$ cat config.mk
export PLATFORM = sky130hd
export DESIGN_NAME = rr_bus_arbiter_flat
export DESIGN_NICKNAME = d
export VERILOG_FILES = /design/src/rtl/rr_bus_arbiter_if.sv /design/src/rtl/rr_bus_arbiter.sv /design/src/flat_wrapper.sv
export SDC_FILE = /design/constraint.sdc
export NUM_CORES = 1
export LEC_CHECK = 0
export ABC_AREA = 1
export CAP_MARGIN = 20
export CORE_AREA = 4 4 42 71
export CTS_BUF_LIST = sky130_fd_sc_hd__clkbuf_16
export DETAILED_ROUTE_END_ITERATION = 10
export DIE_AREA = 0 0 46 75
export PLACE_DENSITY = 0.69
export SYNTH_ARGS = -nofsm -noshare
export SYNTH_HDL_FRONTEND = slang
export SYNTH_SLANG_ARGS = --single-unit
$ cat constraint.sdc
create_clock -name clock -period 1.6 [get_ports clock]
set_input_delay 0.32 -clock clock [delete_from_list [all_inputs] [get_ports clock]]
set_output_delay 0.32 -clock clock [all_outputs]
set_load 0.03 [all_outputs]
$ cat src/rtl/rr_bus_arbiter_if.sv
// Request/grant bundle between requesting agents and the round-robin arbiter.
//   en       : permits new grants (agent side drives)
//   req      : level request vector, one bit per requester
//   done     : release strobe from the granted requester
//   gnt      : one-hot grant (or 0), datapath mux select
//   gnt_idx  : index of current/last winner
//   busy     : high while any grant is active
//   timeout  : one-cycle pulse when a grant is forcibly revoked
//   hold_cnt : cycles the current grant has been high
interface rr_bus_arbiter_if #(
  parameter int NUM_REQ  = 4,
  parameter int MAX_HOLD = 8
);
  localparam int IW = $clog2(NUM_REQ);
  localparam int HW = $clog2(MAX_HOLD + 1);

  logic               en;
  logic [NUM_REQ-1:0] req;
  logic [NUM_REQ-1:0] done;
  logic [NUM_REQ-1:0] gnt;
  logic [IW-1:0]      gnt_idx;
  logic               busy;
  logic               timeout;
  logic [HW-1:0]      hold_cnt;

  modport master (output en, req, done,
                  input  gnt, gnt_idx, busy, timeout, hold_cnt);
  modport slave  (input  en, req, done,
                  output gnt, gnt_idx, busy, timeout, hold_cnt);
endinterface

$ cat src/rtl/rr_bus_arbiter.sv
// Round-robin arbiter sharing one bus among NUM_REQ requesters.
// Rotating-priority winner selection feeds a grant-hold FSM (IDLE, GRANT,
// RECOVER) with release handshake, hold-timeout watchdog and a one-cycle
// turnaround bubble after every grant.
//   clock : system clock, posedge
//   reset : asynchronous, active-high; clears all state immediately
//   bus   : slave side of rr_bus_arbiter_if (en/req/done in, grant status out)
module rr_bus_arbiter #(
  parameter int NUM_REQ  = 4,
  parameter int MAX_HOLD = 8
) (
  input  logic            clock,
  input  logic            reset,
  rr_bus_arbiter_if.slave bus
);
  localparam int IW = $clog2(NUM_REQ);
  localparam int HW = $clog2(MAX_HOLD + 1);

  typedef enum logic [1:0] {IDLE, GRANT, RECOVER} state_t;

  state_t             state, state_n;
  logic [NUM_REQ-1:0] gnt_q, gnt_n;
  logic [IW-1:0]      idx_q, idx_n;
  logic [IW-1:0]      ptr_q, ptr_n;
  logic [HW-1:0]      hold_q, hold_n;
  logic               to_q, to_n;

  logic [IW-1:0]      winner, cand;
  logic               found;

  // Rotating scan from ptr; IW-bit addition wraps because NUM_REQ is a power of 2.
  always_comb begin
    winner = '0;
    found  = 1'b0;
    cand   = '0;
    for (int k = 0; k < NUM_REQ; k++) begin
      cand = ptr_q + IW'(k);
      if (!found && bus.req[cand]) begin
        found  = 1'b1;
        winner = cand;
      end
    end
  end

  always_comb begin
    state_n = state;
    gnt_n   = gnt_q;
    idx_n   = idx_q;
    ptr_n   = ptr_q;
    hold_n  = hold_q;
    to_n    = 1'b0;   // timeout is a single-cycle pulse
    unique case (state)
      IDLE, RECOVER: begin
        if (bus.en && found) begin
          state_n        = GRANT;
          gnt_n          = '0;
          gnt_n[winner]  = 1'b1;
          idx_n          = winner;
          hold_n         = HW'(1);
        end else begin
          state_n = IDLE;
        end
      end
      GRANT: begin
        // Normal release takes precedence over the watchdog in the same cycle.
        if (bus.done[idx_q] || !bus.req[idx_q]) begin
          state_n = RECOVER;
          gnt_n   = '0;
          hold_n  = '0;
          ptr_n   = idx_q + IW'(1);
        end else if (hold_q == HW'(MAX_HOLD)) begin
          state_n = RECOVER;
          gnt_n   = '0;
          hold_n  = '0;
          ptr_n   = idx_q + IW'(1);
          to_n    = 1'b1;
        end else begin
          hold_n  = hold_q + HW'(1);
        end
      end
      default: state_n = IDLE;
    endcase
  end

  always_ff @(posedge clock or posedge reset) begin
    if (reset) begin
      state  <= IDLE;
      gnt_q  <= '0;
      idx_q  <= '0;
      ptr_q  <= '0;
      hold_q <= '0;
      to_q   <= 1'b0;
    end else begin
      state  <= state_n;
      gnt_q  <= gnt_n;
      idx_q  <= idx_n;
      ptr_q  <= ptr_n;
      hold_q <= hold_n;
      to_q   <= to_n;
    end
  end

  assign bus.gnt      = gnt_q;
  assign bus.gnt_idx  = idx_q;
  assign bus.busy     = |gnt_q;
  assign bus.timeout  = to_q;
  assign bus.hold_cnt = hold_q;
endmodule

$ cat src/flat_wrapper.sv
// flat-port wrapper written by rule: the top's interface ports become plain ports
module rr_bus_arbiter_flat 
#(
  parameter int NUM_REQ  = 4,
  parameter int MAX_HOLD = 8
)
  (clock, reset, bus_en, bus_req, bus_done, bus_gnt, bus_gnt_idx, bus_busy, bus_timeout, bus_hold_cnt);
  rr_bus_arbiter_if #(.NUM_REQ(NUM_REQ), .MAX_HOLD(MAX_HOLD)) bus_i ();
  input  logic clock;
  input  logic reset;
  input wire logic [$bits(bus_i.en)-1:0] bus_en;
  input wire logic [$bits(bus_i.req)-1:0] bus_req;
  input wire logic [$bits(bus_i.done)-1:0] bus_done;
  output wire logic [$bits(bus_i.gnt)-1:0] bus_gnt;
  output wire logic [$bits(bus_i.gnt_idx)-1:0] bus_gnt_idx;
  output wire logic [$bits(bus_i.busy)-1:0] bus_busy;
  output wire logic [$bits(bus_i.timeout)-1:0] bus_timeout;
  output wire logic [$bits(bus_i.hold_cnt)-1:0] bus_hold_cnt;
  assign bus_i.en = bus_en;
  assign bus_i.req = bus_req;
  assign bus_i.done = bus_done;
  assign bus_gnt = bus_i.gnt;
  assign bus_gnt_idx = bus_i.gnt_idx;
  assign bus_busy = bus_i.busy;
  assign bus_timeout = bus_i.timeout;
  assign bus_hold_cnt = bus_i.hold_cnt;
  rr_bus_arbiter #(.NUM_REQ(NUM_REQ), .MAX_HOLD(MAX_HOLD)) u_core (.clock(clock), .reset(reset), .bus(bus_i));
endmodule
After elaboration in Yosys (flattened, before gate mapping)
Index checks and enable logic that the tools add are counted.

Register bits after elaboration: 15. Bits in latches: 0. Bits in writable memories: 0. Bits in read-only memories: 0. Input port bits: 11. Output and inout bits: 12. Logic and storage cells: 81. Memories kept: 0.

$add $sub $neg: 5. $mul: 0. Div/mod/pow operators: 0. Magnitude comparators: 7. Eq/ne operators: 5. Shifts and indexed selects: 0. Multiplexer cells: 39. Bitwise operators: 0. Reduce and logical (&&, ||, !) cells: 19.

Operators by type and width (number): 4-bit 2-to-1 mux (6); 2-bit by 3-bit < comparator with 1-bit output (second input constant) (6); 2-bit 2-to-1 mux (8); 4-bit case mux with 2 select lines (2); 1-bit 2-to-1 mux (15); 1-bit binary-select mux with 2-bit select (6); 2-bit AND reduction (3); 1-bit logical AND (5); 2-bit by 1-bit adder with 2-bit output (second input constant) (2); 2-bit adder (second input constant) (2); 4-bit by 1-bit adder with 4-bit output (second input constant) (1); 4-bit == test (second input constant) (1); 1-bit zero test (4); 2-bit case mux with 2 select lines (1); 2-bit nonzero test (2); 4-bit OR reduction (1); 3-bit by 1-bit inequality test with 1-bit output (second input constant) (1); 3-bit AND reduction (1); 1-bit demux with 2-bit select (1); 2-bit by 1-bit == test with 1-bit output (second input constant) (1); 2-bit == test (second input constant) (1); 2-bit by 1-bit greater-or-equal comparator with 1-bit output (second input constant) (1); 2-bit zero test (1); 2-bit by 1-bit inequality test with 1-bit output (second input constant) (1); 2 further kinds (2).

Longest topological paths before layout
Gate-level depths: netlist of run 1.

Word-level depth: 18. Depth in mapped cells: 12. Gate-level depth less buffers: 12.

Worst setup path before layout of run 1
Ideal clock, no wire load.

Path type: flip-flop to flip-flop. From: reg u_core.idx_q[0] (netlist: u_core.bus.gnt_idx[0]). To: reg u_core.ptr_q[0]. Library setup time: 0.141 ns. Arrival: 1.392 ns. Required time: 1.459 ns. Setup slack: 0.067 ns. Stages on the path, launching flop included: 10. Path buffers: 0. Clock period less this slack: 1.533 ns. Cells stage by stage: dfrtp_1 > inv_1 > nor2_1 > nand2_1 > o211ai_1 > nand2_1 > inv_1 > nand3_2 > nand2_1 > o21ai_0.

Longest elaborated chain between the ends: 6. Elaborated cells between the ends (all ways): 11. Those cells by class: 1 x add/sub; 6 x mux; 4 x reduce/logical.

Ends and longest elaborated chain: start: declaration (line rr_bus_arbiter.sv:23) `logic [IW-1:0] idx_q, idx_n;`; start signal: assignment (line rr_bus_arbiter.sv:96) `idx_q <= idx_n;`; 1-bit binary-select mux with 2-bit select (line rr_bus_arbiter.sv:66) `if (bus.done[idx_q] || !bus.req[idx_q]) begin`; 1-bit 2-to-1 mux (not written as such) (line rr_bus_arbiter.sv:66); 1-bit zero test (line rr_bus_arbiter.sv:66); 1-bit logical OR (line rr_bus_arbiter.sv:66); 2-bit nonzero test (no source line); 2-bit AND reduction (no source line); end signal: assignment (line rr_bus_arbiter.sv:97) `ptr_q <= ptr_n;`; end: declaration (line rr_bus_arbiter.sv:24) `logic [IW-1:0] ptr_q, ptr_n;`.

Parallel ways exist; a longest one is shown, timed or not. The select of a mux whose other input is x is not followed. A chain may end at the register's enable or synchronous reset.

Worst setup path in the final report of run 1
From: reg u_core.gnt_q[1] (netlist: u_core.bus.gnt[1]). To: out bus_busy.

Longest elaborated chain between the ends: 1.

Ends and longest elaborated chain: start: declaration (line rr_bus_arbiter.sv:22) `logic [NUM_REQ-1:0] gnt_q, gnt_n;`; start signal: assignment (line rr_bus_arbiter.sv:95) `gnt_q <= gnt_n;`; 4-bit OR reduction (line rr_bus_arbiter.sv:105) `assign bus.busy = |gnt_q;`; end: declaration (line flat_wrapper.sv:16) `output wire logic [$bits(bus_i.busy)-1:0] bus_busy;`.

No other way between the ends.

==> impl_metrics.prom, run 1 <==
# TYPE chip_impl_metric gauge
chip_impl_info{name="run_status",value="complete, but fails checks"} 1
chip_impl_info{name="violated_checks",value="setup timing"} 1
chip_impl_metric{name="regToRegSetupSlack",unit="ns"} -0.01
chip_impl_metric{name="wire_length_of_the_first_global_routing_pass",unit="um"} 4470
chip_impl_info{name="synth_area_leaders",value="sky130_fd_sc_hd__dfrtp_1 (37%), sky130_fd_sc_hd__nand2_1 (21%), sky130_fd_sc_hd__inv_1 (7.7%), sky130_fd_sc_hd__nand3_1 (5.4%), sky130_fd_sc_hd__nand2_4 (4.4%)"} 1
chip_impl_metric{name="drt_drc_violations_left",unit=""} 0
chip_impl_info{name="most_frequent_standard_cell_in_the_layout_excluding_fill_and_tap_cells",value="sky130_fd_sc_hd__nand2_1"} 1
chip_impl_metric{name="synth_instances",unit=""} 146
chip_impl_metric{name="synthesis.yosys.warnings",unit=""} 0
chip_impl_metric{name="hold_viol_final",unit=""} 0
chip_impl_metric{name="finalClockSkew",unit="ns"} 0.00304
chip_impl_metric{name="clock_sinks",unit=""} 15
chip_impl_metric{name="floorplan.die.width",unit="um"} 46
chip_impl_metric{name="layout.area.seq",unit="sq um"} 379
chip_impl_metric{name="dieHeight",unit="um"} 75
chip_impl_metric{name="multi_input_area",unit="sq um"} 626
chip_impl_metric{name="cts_buffer_depth",unit=""} 2
chip_impl_metric{name="synthToLayoutAreaGrowth",unit="%"} 53.5
chip_impl_metric{name="synth-simple-area-share",unit="%"} 41.8
chip_impl_info{name="critical_path.startpoint_type",value="flop"} 1
chip_impl_info{name="netlist.top_cell.by_area",value="sky130_fd_sc_hd__dfrtp_1"} 1
chip_impl_metric{name="mappedNetlistArea",unit="sq um"} 1020
chip_impl_metric{name="route.vias.total",unit=""} 1077
chip_impl_metric{name="setup_violations",unit=""} 4
chip_impl_metric{name="synth_cell_types",unit=""} 22
chip_impl_info{name="mostFrequentLayoutCells",value="sky130_fd_sc_hd__nand2_1 (42), sky130_fd_sc_hd__inv_1 (18), sky130_fd_sc_hd__nand2_2 (17)"} 1
chip_impl_info{name="cts_tree",value="done"} 1
chip_impl_metric{name="globalplace.congestion",unit=""} 0.988
chip_impl_metric{name="coreArea",unit="sq um"} 2460
chip_impl_info{name="end_kind",value="output port"} 1
chip_impl_metric{name="die_area",unit="sq um"} 3450
chip_impl_metric{name="synth_seq_area_share",unit="%"} 36.7
chip_impl_metric{name="drtAntennaViolNets",unit=""} 0
chip_impl_metric{name="initial_utilization",unit="%"} 41.6
chip_impl_metric{name="first_iter_violations",unit=""} 21
chip_impl_metric{name="synth_top_cell_area_share",unit="%"} 36.7
chip_impl_metric{name="syn-num-nets",unit=""} 159
chip_impl_metric{name="drive_gt1_share",unit="%"} 34.4
chip_impl_metric{name="floorplan.io_pins",unit=""} 23
chip_impl_metric{name="total_leakage_power",unit="nW"} 0.900
chip_impl_info{name="worstSetupStartpoint",value="u_core.bus.gnt[1]"} 1
chip_impl_info{name="synth_top_family_by_area",value="simple AND/OR/NAND/NOR gates"} 1
chip_impl_metric{name="finalNetCount",unit=""} 203
chip_impl_info{name="worst_setup_path_endpoint",value="bus_busy"} 1
chip_impl_metric{name="nFillCells",unit=""} 218
chip_impl_info{name="worst_r2r_startpoint",value="u_core.ptr_q[0]"} 1
chip_impl_metric{name="cp.arrival",unit="ns"} 1.30
chip_impl_metric{name="via_per_inst",unit=""} 5.01
chip_impl_info{name="cts_root_buf",value="sky130_fd_sc_hd__clkbuf_16"} 1
chip_impl_metric{name="power",unit="W"} 0.00331
chip_impl_metric{name="first_global_vias",unit=""} 1093
chip_impl_metric{name="firstDrtPassIters",unit=""} 4
chip_impl_metric{name="ys_ff_latch",unit=""} 15
chip_impl_metric{name="std_cell_rows",unit=""} 24
chip_impl_metric{name="irDropWorstVdd",unit="uV"} 1260
chip_impl_metric{name="worstRegToRegCells",unit=""} 11
chip_impl_metric{name="ctsHtreeMaxLevel",unit=""} 1
chip_impl_metric{name="power.density_cell_area",unit="nW/um^2"} 2110
chip_impl_metric{name="cts_bufs_inserted",unit=""} 3
chip_impl_metric{name="synth_compound_area_share",unit="%"} 6.97
chip_impl_metric{name="finalWorstSetupSlack",unit="ns"} -0.0224
chip_impl_info{name="worstReg2RegEnd",value="u_core.bus.hold_cnt[3]"} 1
chip_impl_metric{name="crit_fanout",unit=""} 2
chip_impl_metric{name="synthAdderAreaFrac",unit="%"} 2.44
chip_impl_metric{name="tightestPinTransition",unit="ns"} 0.402
chip_impl_metric{name="antenna_found_initial",unit=""} 0
chip_impl_metric{name="synth.area.mux_share",unit="%"} 0
chip_impl_metric{name="clkTransAtPathRegs",unit="ns"} 0.05
chip_impl_metric{name="maxCapViolations",unit=""} 0
chip_impl_metric{name="relSlewSlack",unit="%"} 73.1
chip_impl_info{name="holdCritPathClass",value="in -> async"} 1
chip_impl_metric{name="placedInstanceArea",unit="sq um"} 1380
chip_impl_metric{name="clock_latency",unit="ns"} 0.24
chip_impl_metric{name="pre_cts_setup_slack",unit="ns"} -0.257
chip_impl_metric{name="syn-mean-instance-area",unit="sq um"} 7.01
chip_impl_metric{name="largest_net_degree_at_the_start_of_global_routing",unit=""} 16
chip_impl_metric{name="wl_per_cell",unit="um"} 13.5
chip_impl_metric{name="globalRouteOverflowTotal",unit=""} 0
chip_impl_metric{name="final_period_minus_worst_setup_slack",unit="ns"} 1.62
chip_impl_metric{name="diodes",unit=""} 0
chip_impl_info{name="worst-setup-path-type",value="reg -> out"} 1
chip_impl_metric{name="clock.fmax",unit="MHz"} 616
chip_impl_metric{name="design_area",unit="sq um"} 1570
chip_impl_metric{name="post-route-period-util",unit="%"} 101
chip_impl_metric{name="placement.io_buffers",unit=""} 22
chip_impl_metric{name="gr-usage-all-layers",unit="%"} 17.6
chip_impl_metric{name="synth_xor_area_share",unit="%"} 2.57
chip_impl_metric{name="timing.critical_path.required",unit="ns"} 1.28
chip_impl_metric{name="pins_over_slew_limit",unit=""} 0
chip_impl_info{name="grt_setup_unrepaired",value="yes"} 1
chip_impl_metric{name="routed_wl",unit="um"} 2900
chip_impl_metric{name="detailed_place_hpwl",unit="um"} 2170
-- cell usage after synthesis, drive strengths merged --
cell type	count
o211ai	3
xor2	2
nand2	65
o41ai	1
nor2	8
or4	1
inv	23
a21oi	2
o21ai	6
xnor2	1
dfrtp	15
nor3	1
buf	1
nand4	1
nand3	14
ha	2
-- layout make-up --
cell class	instances	share of cell area, %
clock buffers	3	4.78
multi-input cells	107	39.8
inverters	23	5.65
well taps	26	2.07
flip-flops and latches	15	24.1
clock inverters	1	0.318
repair buffers	40	23.2
-- report_power, final --
group | switching, W | total [W] | internal, W
clock network | 0.000149 | 0.000483 | 0.000333
logic | 0.00130 | 0.00215 | 0.000848
registers | 0.000156 | 0.000682 | 0.000526
total | 0.00160 | 0.00331 | 0.00171
-- per-layer routing --
metal,share of wire [%],vias up,GRT usage [%]
met5,0,-,0
met4,2.3,0,8.23
met3,2.1,7,1.20
met2,60,16,34.7
met1,36,517,17.3
li1,-,537,-
-- sequential cells by signal, indices dropped and copies added, names as in the netlist --
name	flops
u_core.bus.gnt	4
u_core.bus.timeout	1
u_core.bus.hold_cnt	4
u_core.bus.gnt_idx	2
u_core.ptr_q	2
u_core.state	2
-- worst min path at each step --
stage / to / slack, ns
detailed placement: u_core.ptr_q[0] / 0.52
finish: u_core.state[1] / 0.37
global route: u_core.bus.gnt[1] / 0.42
floorplan: u_core.bus.gnt[0] / 0.22
global placement: u_core.ptr_q[0] / 0.52
CTS: u_core.bus.hold_cnt[0] / 0.38
-- per-stage QoR --
stage                     hold WS [ns]  utilization [%]  std cells  TNS, ns
after floorplan                  0.221                -        146        0
after global placement           0.516             55.9        208    -2.60
after detailed placement         0.523             55.9        208    -3.11
after CTS                        0.383             59.0        212  -0.0216
after global routing             0.418             63.8        215   -0.665
final                            0.375             63.8        215  -0.0480
-- repair_timing --
| action | CTS | global route |
|---|---|---|
| pin swaps | 1 | 14 |
| setup endpoints to repair | 13 | 15 |
| resized for setup | 19 | 37 |
| buffers inserted | 0 | 2 |
| hold buffers | 0 | 0 |
| gates cloned | 0 | 1 |
-- logic make-up after synthesis --
logic type | count (synthesis)
xor+xnor | 3
simple gates | 90
fa+ha+maj | 2
buf+inv | 24
flops | 15
compound gates | 12
-- worst max-delay path, cell delays in order (launching register included) --
cell and delay (ns):
sky130_fd_sc_hd__dfrtp_1 0.37, sky130_fd_sc_hd__or4_4 0.53, sky130_fd_sc_hd__buf_6 0.15
Power figures use the tool's default switching activity.
==> run 2: changes to the inputs <==
--- a/config.mk
+++ b/config.mk
@@ -12,6 +12,7 @@
 export DETAILED_ROUTE_END_ITERATION = 10
 export DIE_AREA = 0 0 46 75
 export PLACE_DENSITY = 0.69
+export SLEW_MARGIN = 10
 export SYNTH_ARGS = -nofsm -noshare
 export SYNTH_HDL_FRONTEND = slang
 export SYNTH_SLANG_ARGS = --single-unit
==> results of run 2 <==
Same layout as run 1: the final DEF is identical, and so are final timing and power.
